`src/rtl/uart_pkg.sv`:
```
// Shared types and constants for the extended UART transmitter.
package uart_pkg;

  // Smallest frame payload the transmitter will send; shorter requests are padded up to this.
  localparam int DBIT_MIN = 5;

  // Transmitter frame phases.
  typedef enum logic [2:0] {
    IDLE   = 3'd0,
    START  = 3'd1,
    DATA   = 3'd2,
    PARITY = 3'd3,
    STOP   = 3'd4
  } tx_state_e;

  // Parity selection as presented on cfg_parity; code 11 behaves like no parity.
  typedef enum logic [1:0] {
    PAR_NONE  = 2'b00,
    PAR_EVEN  = 2'b01,
    PAR_ODD   = 2'b10,
    PAR_NONE2 = 2'b11
  } parity_e;

endpackage

```
`src/rtl/uart_bit_timer.sv`:
```
// Counts oversample strobes within one bit period and flags the strobe that closes it.
module uart_bit_timer #(
  parameter int CW = 6
) (
  input  logic          clk,
  input  logic          reset,
  input  logic          run_i,
  input  logic          baud_tick_i,
  input  logic [CW-1:0] limit_i,
  output logic          bit_end_o
);

  logic [CW-1:0] cnt_q;

  // The period closes on the strobe that brings the count up to the limit.
  assign bit_end_o = run_i & baud_tick_i & (cnt_q == (limit_i - CW'(1)));

  // Strobe counter: held at zero while idle, restarts at every period boundary.
  always_ff @(posedge clk or negedge reset) begin
    if (!reset) begin
      cnt_q <= '0;
    end else if (!run_i) begin
      cnt_q <= '0;
    end else if (baud_tick_i) begin
      cnt_q <= bit_end_o ? '0 : cnt_q + CW'(1);
    end
  end

endmodule

```
`src/rtl/uart_tx_ext.sv`:
```
// UART transmitter with runtime frame length, parity and stop-bit selection.
module uart_tx_ext #(
  parameter int DBIT_MAX = 8,
  parameter int OS       = 16
) (
  input  logic                clk,
  input  logic                reset,
  input  logic                baud_tick,
  input  logic [3:0]          cfg_dbits,
  input  logic [1:0]          cfg_parity,
  input  logic                cfg_stop2,
  input  logic                tx_valid,
  input  logic [DBIT_MAX-1:0] tx_data,
  output logic                tx_ready,
  output logic                tx_busy,
  output logic                tx_done_tick,
  output logic                tx
);

  import uart_pkg::*;

  localparam int CW = $clog2(2*OS+1);
  localparam int BW = $clog2(DBIT_MAX+1);

  tx_state_e           state_q;
  logic                tx_q;
  logic                done_q;
  logic [DBIT_MAX-1:0] shift_q;
  logic [BW-1:0]       bitIdx_q;
  logic [BW-1:0]       lastIdx_q;
  logic [BW-1:0]       lastIdx_d;
  parity_e             parMode_q;
  logic                stop2_q;
  logic                par_q;
  logic [3:0]          effDbits;
  logic [CW-1:0]       tickLimit;
  logic                timerRun;
  logic                bitEnd;

  // Clamp the requested payload length into the supported range and turn it into a last-bit index.
  always_comb begin
    effDbits = cfg_dbits;
    if (cfg_dbits < 4'(DBIT_MIN)) begin
      effDbits = 4'(DBIT_MIN);
    end else if (cfg_dbits > 4'(DBIT_MAX)) begin
      effDbits = 4'(DBIT_MAX);
    end
    lastIdx_d = BW'(effDbits - 4'd1);
  end

  assign timerRun  = (state_q != IDLE);
  assign tickLimit = ((state_q == STOP) && stop2_q) ? CW'(2*OS) : CW'(OS);

  uart_bit_timer #(.CW(CW)) u_bit_timer (
    .clk         (clk),
    .reset       (reset),
    .run_i       (timerRun),
    .baud_tick_i (baud_tick),
    .limit_i     (tickLimit),
    .bit_end_o   (bitEnd)
  );

  // Frame sequencer: latches the request, walks the frame bits and drives the registered line and done pulse.
  always_ff @(posedge clk or negedge reset) begin
    if (!reset) begin
      state_q   <= IDLE;
      tx_q      <= 1'b1;
      done_q    <= 1'b0;
      shift_q   <= '0;
      bitIdx_q  <= '0;
      lastIdx_q <= '0;
      parMode_q <= PAR_NONE;
      stop2_q   <= 1'b0;
      par_q     <= 1'b0;
    end else begin
      done_q <= 1'b0;
      case (state_q)
        IDLE: begin
          tx_q <= 1'b1;
          if (tx_valid) begin
            state_q   <= START;
            tx_q      <= 1'b0;
            shift_q   <= tx_data;
            lastIdx_q <= lastIdx_d;
            parMode_q <= parity_e'(cfg_parity);
            stop2_q   <= cfg_stop2;
            bitIdx_q  <= '0;
            par_q     <= 1'b0;
          end
        end
        START: begin
          if (bitEnd) begin
            state_q <= DATA;
            tx_q    <= shift_q[0];
          end
        end
        DATA: begin
          if (bitEnd) begin
            par_q   <= par_q ^ shift_q[0];
            shift_q <= shift_q >> 1;
            if (bitIdx_q == lastIdx_q) begin
              if (parMode_q == PAR_EVEN) begin
                state_q <= PARITY;
                tx_q    <= par_q ^ shift_q[0];
              end else if (parMode_q == PAR_ODD) begin
                state_q <= PARITY;
                tx_q    <= ~(par_q ^ shift_q[0]);
              end else begin
                state_q <= STOP;
                tx_q    <= 1'b1;
              end
            end else begin
              bitIdx_q <= bitIdx_q + BW'(1);
              tx_q     <= shift_q[1];
            end
          end
        end
        PARITY: begin
          if (bitEnd) begin
            state_q <= STOP;
            tx_q    <= 1'b1;
          end
        end
        STOP: begin
          tx_q <= 1'b1;
          if (bitEnd) begin
            state_q <= IDLE;
            done_q  <= 1'b1;
          end
        end
        default: begin
          state_q <= IDLE;
          tx_q    <= 1'b1;
        end
      endcase
    end
  end

  assign tx           = tx_q;
  assign tx_done_tick = done_q;
  assign tx_ready     = (state_q == IDLE);
  assign tx_busy      = ~tx_ready;

endmodule
```
`config.mk`:
```
export PLATFORM = sky130hd
export DESIGN_NAME = uart_tx_ext
export DESIGN_NICKNAME = d
export VERILOG_FILES = /design/src/rtl/uart_pkg.sv /design/src/rtl/uart_bit_timer.sv /design/src/rtl/uart_tx_ext.sv
export SDC_FILE = /design/constraint.sdc
export NUM_CORES = 1
export LEC_CHECK = 0
export BUFFER_PORTS_ARGS = -buffer_cell sky130_fd_sc_hd__clkbuf_2
export CORE_AREA = 2 2 46 70
export DETAILED_ROUTE_END_ITERATION = 7
export DIE_AREA = 0 0 48 72
export PLACE_DENSITY = 0.81
export SYNTH_ARGS = -nofsm -noshare
export SYNTH_HDL_FRONTEND = slang
export SYNTH_SLANG_ARGS = --single-unit
```
`constraint.sdc`:
```
create_clock -name clk -period 4.1 [get_ports clk]
set_clock_uncertainty 0.1 [all_clocks]
set_input_delay 0.41 -clock clk [delete_from_list [all_inputs] [get_ports clk]]
set_output_delay 0.41 -clock clk [all_outputs]
set_load 0.02 [all_outputs]
```
==> After elaboration in Yosys (flattened, before gate mapping) <==
Index checks and enable logic that the tools add are counted.
{ "word_totals": {"ff_bits": 31, "output_inout_bits": 4, "wordCells": 81} }
{ "op_classes": {"n_addsub": 4, "order_cmp": 2, "eq_ne": 16, "mux": 35, "n_bitwise": 5, "n_reduce_logical": 9} }
{ "ops": {"columns": ["operator", "count"], "rows": [
  ["$mux W3", 8],
  ["$mux W6", 4],
  ["$mux W4", 5],
  ["$mux W8", 2],
  ["$pmux W8 S2", 1],
  ["$pmux W3 S5", 1],
  ["$mux W1", 11],
  ["$ne A2 B1 Y1 const B", 4],
  ["$ne A2 B2 Y1 const B", 4],
  ["$pmux W4 S2", 1],
  ["$add A6 B1 Y6 const B", 1],
  ["$eq A3 B2 Y1 const B", 2],
  ["$eq A6 B6 Y1", 1],
  ["$reduce_and A3 Y1", 2],
  ["$reduce_and A6 Y1", 1],
  ["$sub A6 B1 Y6 const B", 1],
  ["$add A4 B1 Y4 const B", 1],
  ["$eq A4 B4 Y1", 1],
  ["$gt A4 B4 Y1 const B", 1],
  ["$lt A4 B3 Y1 const B", 1],
  ["$pmux W1 S4", 1],
  ["$reduce_and A4 Y1", 1],
  ["$sub A4 B1 Y4 const B", 1],
  ["$eq A3 B1 Y1 const B", 1],
  ["12 further kinds", 14]
]} }

==> Depth between registers and ports, before layout <==
{ "depth": {"ltp_word": 9, "ltp_mapped": 8, "depth_no_buf": 7} }

==> By module <==
From an unflattened synthesis, not the netlist that was laid out.
{ "unflattened": {"hier_cells": 192, "hier_area_um2": 1858.0} }
{ "modules_own_cells": {"columns": ["mod", "n_inst", "cells_per_inst", "area_each_um2"], "rows": [
  ["uart_tx_ext", 1, 133, 1367.6],
  ["uart_bit_timer", 1, 59, 490.5]
]} }

==> Least setup slack after synthesis <==
Ideal clock, no wire load.
{ "synth_path": {"path_kind": "reg-to-reg", "startpoint": "register state_q[0]", "endpoint": "register shift_q[0]", "setup_ps": 135, "t_arrival_ps": 1623, "required_time_ps": 3865, "slack_ps": 2241, "stages_incl_launch_ff": 9, "synth_period_minus_slack_ps": 1859, "path_cell_list": "dfrtp_1 buf_4 nor3_4 and2_1 buf_2 a31oi_2 buf_2 nand2_1 o21ai_0"} }
{ "synth_lines": {"columns": ["element", "line", "text"], "rows": [
  ["start, declared", "uart_tx_ext.sv:25", "tx_state_e state_q;"],
  ["start signal, assigned", "uart_tx_ext.sv:66", "state_q <= IDLE;"],
  ["start signal, assigned", "uart_tx_ext.sv:81", "state_q <= START;"],
  ["start signal, assigned", "uart_tx_ext.sv:93", "state_q <= DATA;"],
  ["$logic_not A3 Y1 (*)", null, null],
  ["net tx_ready", "uart_tx_ext.sv:14", "output logic tx_ready,"],
  ["$ne A2 B2 Y1 (no line) or $reduce_bool A2 Y1 (tied branches)", null, null],
  ["$reduce_and A3 Y1 (no line)", null, null],
  ["end signal, assigned", "uart_tx_ext.sv:83", "shift_q <= tx_data;"],
  ["end signal, assigned", "uart_tx_ext.sv:100", "shift_q <= shift_q >> 1;"],
  ["end, declared", "uart_tx_ext.sv:28", "logic [DBIT_MAX-1:0] shift_q;"]
]} }
Mark *: on every way through the listed nets, which the timed path passes. The rest lies on a longest branch.
A chain may end at the register's enable or synchronous reset.

==> Worst setup path in the final report <==
{ "layout_path": {"startpoint": "register state_q[1]", "endpoint": "register bitIdx_q[3]"} }
{ "layout_via": {"elab_chain_len": 8} }
{ "layout_rtl": {"columns": ["element", "line", "text"], "rows": [
  ["$eq A3 B3 Y1", "uart_tx_ext.sv:52", "assign tickLimit = ((state_q == STOP) && stop2_q) ? CW'(2*OS) : CW'(OS);"],
  ["$logic_and A1 B1 Y1", "uart_tx_ext.sv:52", null],
  ["$mux W6", "uart_tx_ext.sv:52", null],
  ["$sub A6 B1 Y6", "uart_bit_timer.sv:16", "assign bit_end_o = run_i & baud_tick_i & (cnt_q == (limit_i - CW'(1)));"],
  ["$eq A6 B6 Y1", "uart_bit_timer.sv:16", null],
  ["$and A1 B1 Y1", "uart_bit_timer.sv:16", null],
  ["$ne A2 B1 Y1 (no line)", null, null],
  ["$reduce_and A4 Y1 (no line)", null, null],
  ["end signal, assigned", "uart_tx_ext.sv:113", "bitIdx_q <= bitIdx_q + BW'(1);"],
  ["end, declared", "uart_tx_ext.sv:29", "logic [BW-1:0] bitIdx_q;"]
]} }
Parallel ways exist; a longest one is shown, timed or not.

==> summary.md <==
| Metric | Value |
|---|---|
| Outcome | finished clean |
| DP Wirelength | 2393 um |
| Worst Tran Pin Value | about 0.90 ns |
| H-tree Lvls | 2 |
| Hold Fails Final Rpt | 0 |
| Final setup violation count | 0 |
| I/O Pins | 23 |
| Synth top area share | 0.4474 |
| Critical path class | flip-flop to flip-flop |
| Via count | around 1300 |
| Final worst-path cycle share | 0.5987 |
| Worst setup path startpoint | state_q[1] |
| Number of port buffers | 22 |
| Fin nets | around 210 |
| DRC violations left | 0 |
| Share of synthesized registers carrying an async set or reset | 1.000 |
| Top FF cell, synth | dfrtp_1 |
| Width of the die | ~48 um |
| Power per cell area | about 550 nW/um^2 |
| CTS sink cnt | 31 |
| Setup TNS | 0 ns |
| Unique masters post-synth | 41 |
| First-pass GRT wire length | 5444 um |
| Die height | 72 um |
| Largest family of logic cells by synthesized area | simple AND/OR/NAND/NOR gates |
| CTS Buf Count | 5 |
| Area occupied by multi-input gates | ~840 um^2 |
| TritonCTS clock tree | yes |
| Area of the core | ~2900 um^2 |
| Critical path's largest stage delay | ~0.80 ns |
| Storage element area | approximately 800 um^2 |
| Number of synthesized register bits | 31 |
| DR vias/cell | 5.681 |
| Worst-path clk slew | approximately 0.06 ns |
| CP Capture Type | flip-flop |
| Setup Buffers After CTS | 0 |
| Post-Syn Instances | ~170 |
| Post-cts sizing count | 0 |
| Pins Over Slew Limit | 0 |
| Clock Latency Late Sink | roughly 0.29 ns |
| Worst Hold Class | primary input to asynchronous set/reset pin |
| Global Route Usage Sum | 0.2250 |
| Largest net degree at the start of global routing | 32 |
| Synth Area in Adders | 0.03729 |
| Post-synthesis compound-gate area fraction | 0.1477 |
| Die area | around 3500 um^2 |
| Worst setup margin | 1.645 ns |
| Initial antenna violation count | 0 |
| Area Overhead vs Synth | 13.80% |
| Crit path max fanout | 11 |
| Cts hold-fix bufs | 0 |
| Drt first pass iters | 5 |
| RSZ-0062 raised after global routing | no |
| Largest cells by area after synthesis | dfrtp_1, o21ai_0, mux2i_1 |
| Final WL | between 3000 and 4000 um |
| EDFF count, synth | 0 |
| Reg-to-Reg Start | state_q[1] |
| CP arrival | 2.57 ns |
| Critical-path cell list | nor3b_2 > o41a_2 > nand4_1 > or3_1 > a21oi_1 |
| Synth Area in XOR/XNOR | 0.05145 |
| Most common cell after layout, fill and taps aside | dfrtp_1 |
| Initial DRC count | 22 |
| CP max-delay cell | nor3b_2 |
| CP required | 4.21 ns |
| Fill count | about 240 |
| Max-cap viol count | 0 |
| ANT cells | 0 |
| Clock Path Buffers | 2 |
| Area leader, netlist | dfrtp_1 |
| Maximum VDD drop | around 0.0004 V |
| Leakage | 0.9017 nW |
| Vias in the first global route | 1248 |
| Grt ovf | 0 |
| Share of layout cells above drive strength 1 | 0.2263 |
| Mapped Area | 1678 um^2 |
| Initial cell density of the core | 0.5882 |
| Routed Antenna Nets | 0 |
| Register area share after synthesis | 0.4631 |
| Most frequent cells in the layout | dfrtp_1, nand2_1, clkbuf_2 |
| Period minus WS final | between 2 and 2.5 ns |
| Post-synthesis simple-gate area fraction | 0.1827 |
| Final GP Congestion | 0.8979 |
| Avg Cell Area, Syn | roughly 10 um^2 |
| Worst slack, placed | 1.649 ns |
| Row count | 24 |
| DR WL/cell | about 14 um |
| Mux share of post-synthesis cell area | 0.07979 |
| Fmax | just over 0.4 GHz |
| CTS root buf | clkbuf_8 |
| Net Count, Synth | 190 |
| Yosys warns | 0 |
| Crit start category | flip-flop |
| Slew headroom | 0.3992 |
[stage by stage]
step                      hold slack (ns)    util  power (mW)  cell area [um^2]  instances
after floorplan                   0.01441       -      0.6722              1678        166
after global placement             0.3638  0.6281      0.7316              1792        221
after detailed placement           0.3723  0.6281      0.7483              1792        221
after CTS                         0.09822  0.6693       1.065              1909        229
after global routing               0.1430  0.6693       1.135              1909        229
final                             0.07583  0.6693       1.053              1909        229
[metal layers]
metal  vias up  track usage  wire length (um)
met5         -            0                 0
met4         0       0.1171               104
met3         9      0.07711               135
met2        33       0.3496              1627
met1       622       0.2635              1328
li1        637            -                 -
[cells by family after synthesis]
family | Yosys count
mux | 13
compound gates | 40
buf+inv | 11
simple gates | 57
fa+ha+maj | 5
xor+xnor | 9
flops | 31
[area by class of cell]
type | count | share of cell area
Multi-Input combinational cell | 124 | 0.4384
Sequential cell | 31 | 0.4069
Timing Repair Buffer | 22 | 0.05767
Clock buffer | 6 | 0.04325
Tap cell | 39 | 0.02556
Clock inverter | 2 | 0.01835
Inverter | 5 | 0.009830
[final timing paths]
kind / endpoint / cells after the start / slack, ns
max: bitIdx_q[3] / 5 / 1.65
min: parMode_q[0] / 1 / 0.08
max reg2reg: bitIdx_q[3] / 5 / 1.65
min reg2reg: shift_q[4] / 2 / 0.39
max in group asynchronous: shift_q[5] / 1 / 3.35
min in group clk: stop2_q / 3 / 0.21
[power breakdown]
group          switching (mW)  leakage (nW)  total, mW  internal, mW
clock network           0.114        0.0612      0.310         0.196
registers              0.0881         0.396      0.493         0.404
logic                   0.133         0.445      0.250         0.117
total                   0.335         0.902       1.05         0.717
[cells in the mapped netlist, drive strengths merged (3+ instances only)]
library cell,n
nor2,7
ha,5
nand2,25
dfrtp,30
xor2,8
a21o,3
nand3,4
mux2,3
a21oi,6
mux2i,10
o21ai,21
inv,5
or3,4
buf,6
[flip-flops by register name, indices dropped and copies added, names as in the netlist]
register and count:
state_q 3, par_q 1, tx_done_tick 1, u_bit_timer.cnt_q 6
bitIdx_q 4, shift_q 8, lastIdx_q 4, stop2_q 1
parMode_q 2, tx 1
[worst max-delay path, delay by kind of cell (launching register included)]
kind / cells / cell delay (ns)
flip-flops: 1 / 0.56
AND/OR/NAND/NOR: 3 / 1.27
AO/OA/AOI/OAI: 2 / 0.46
(Power assumes the default switching activity.)
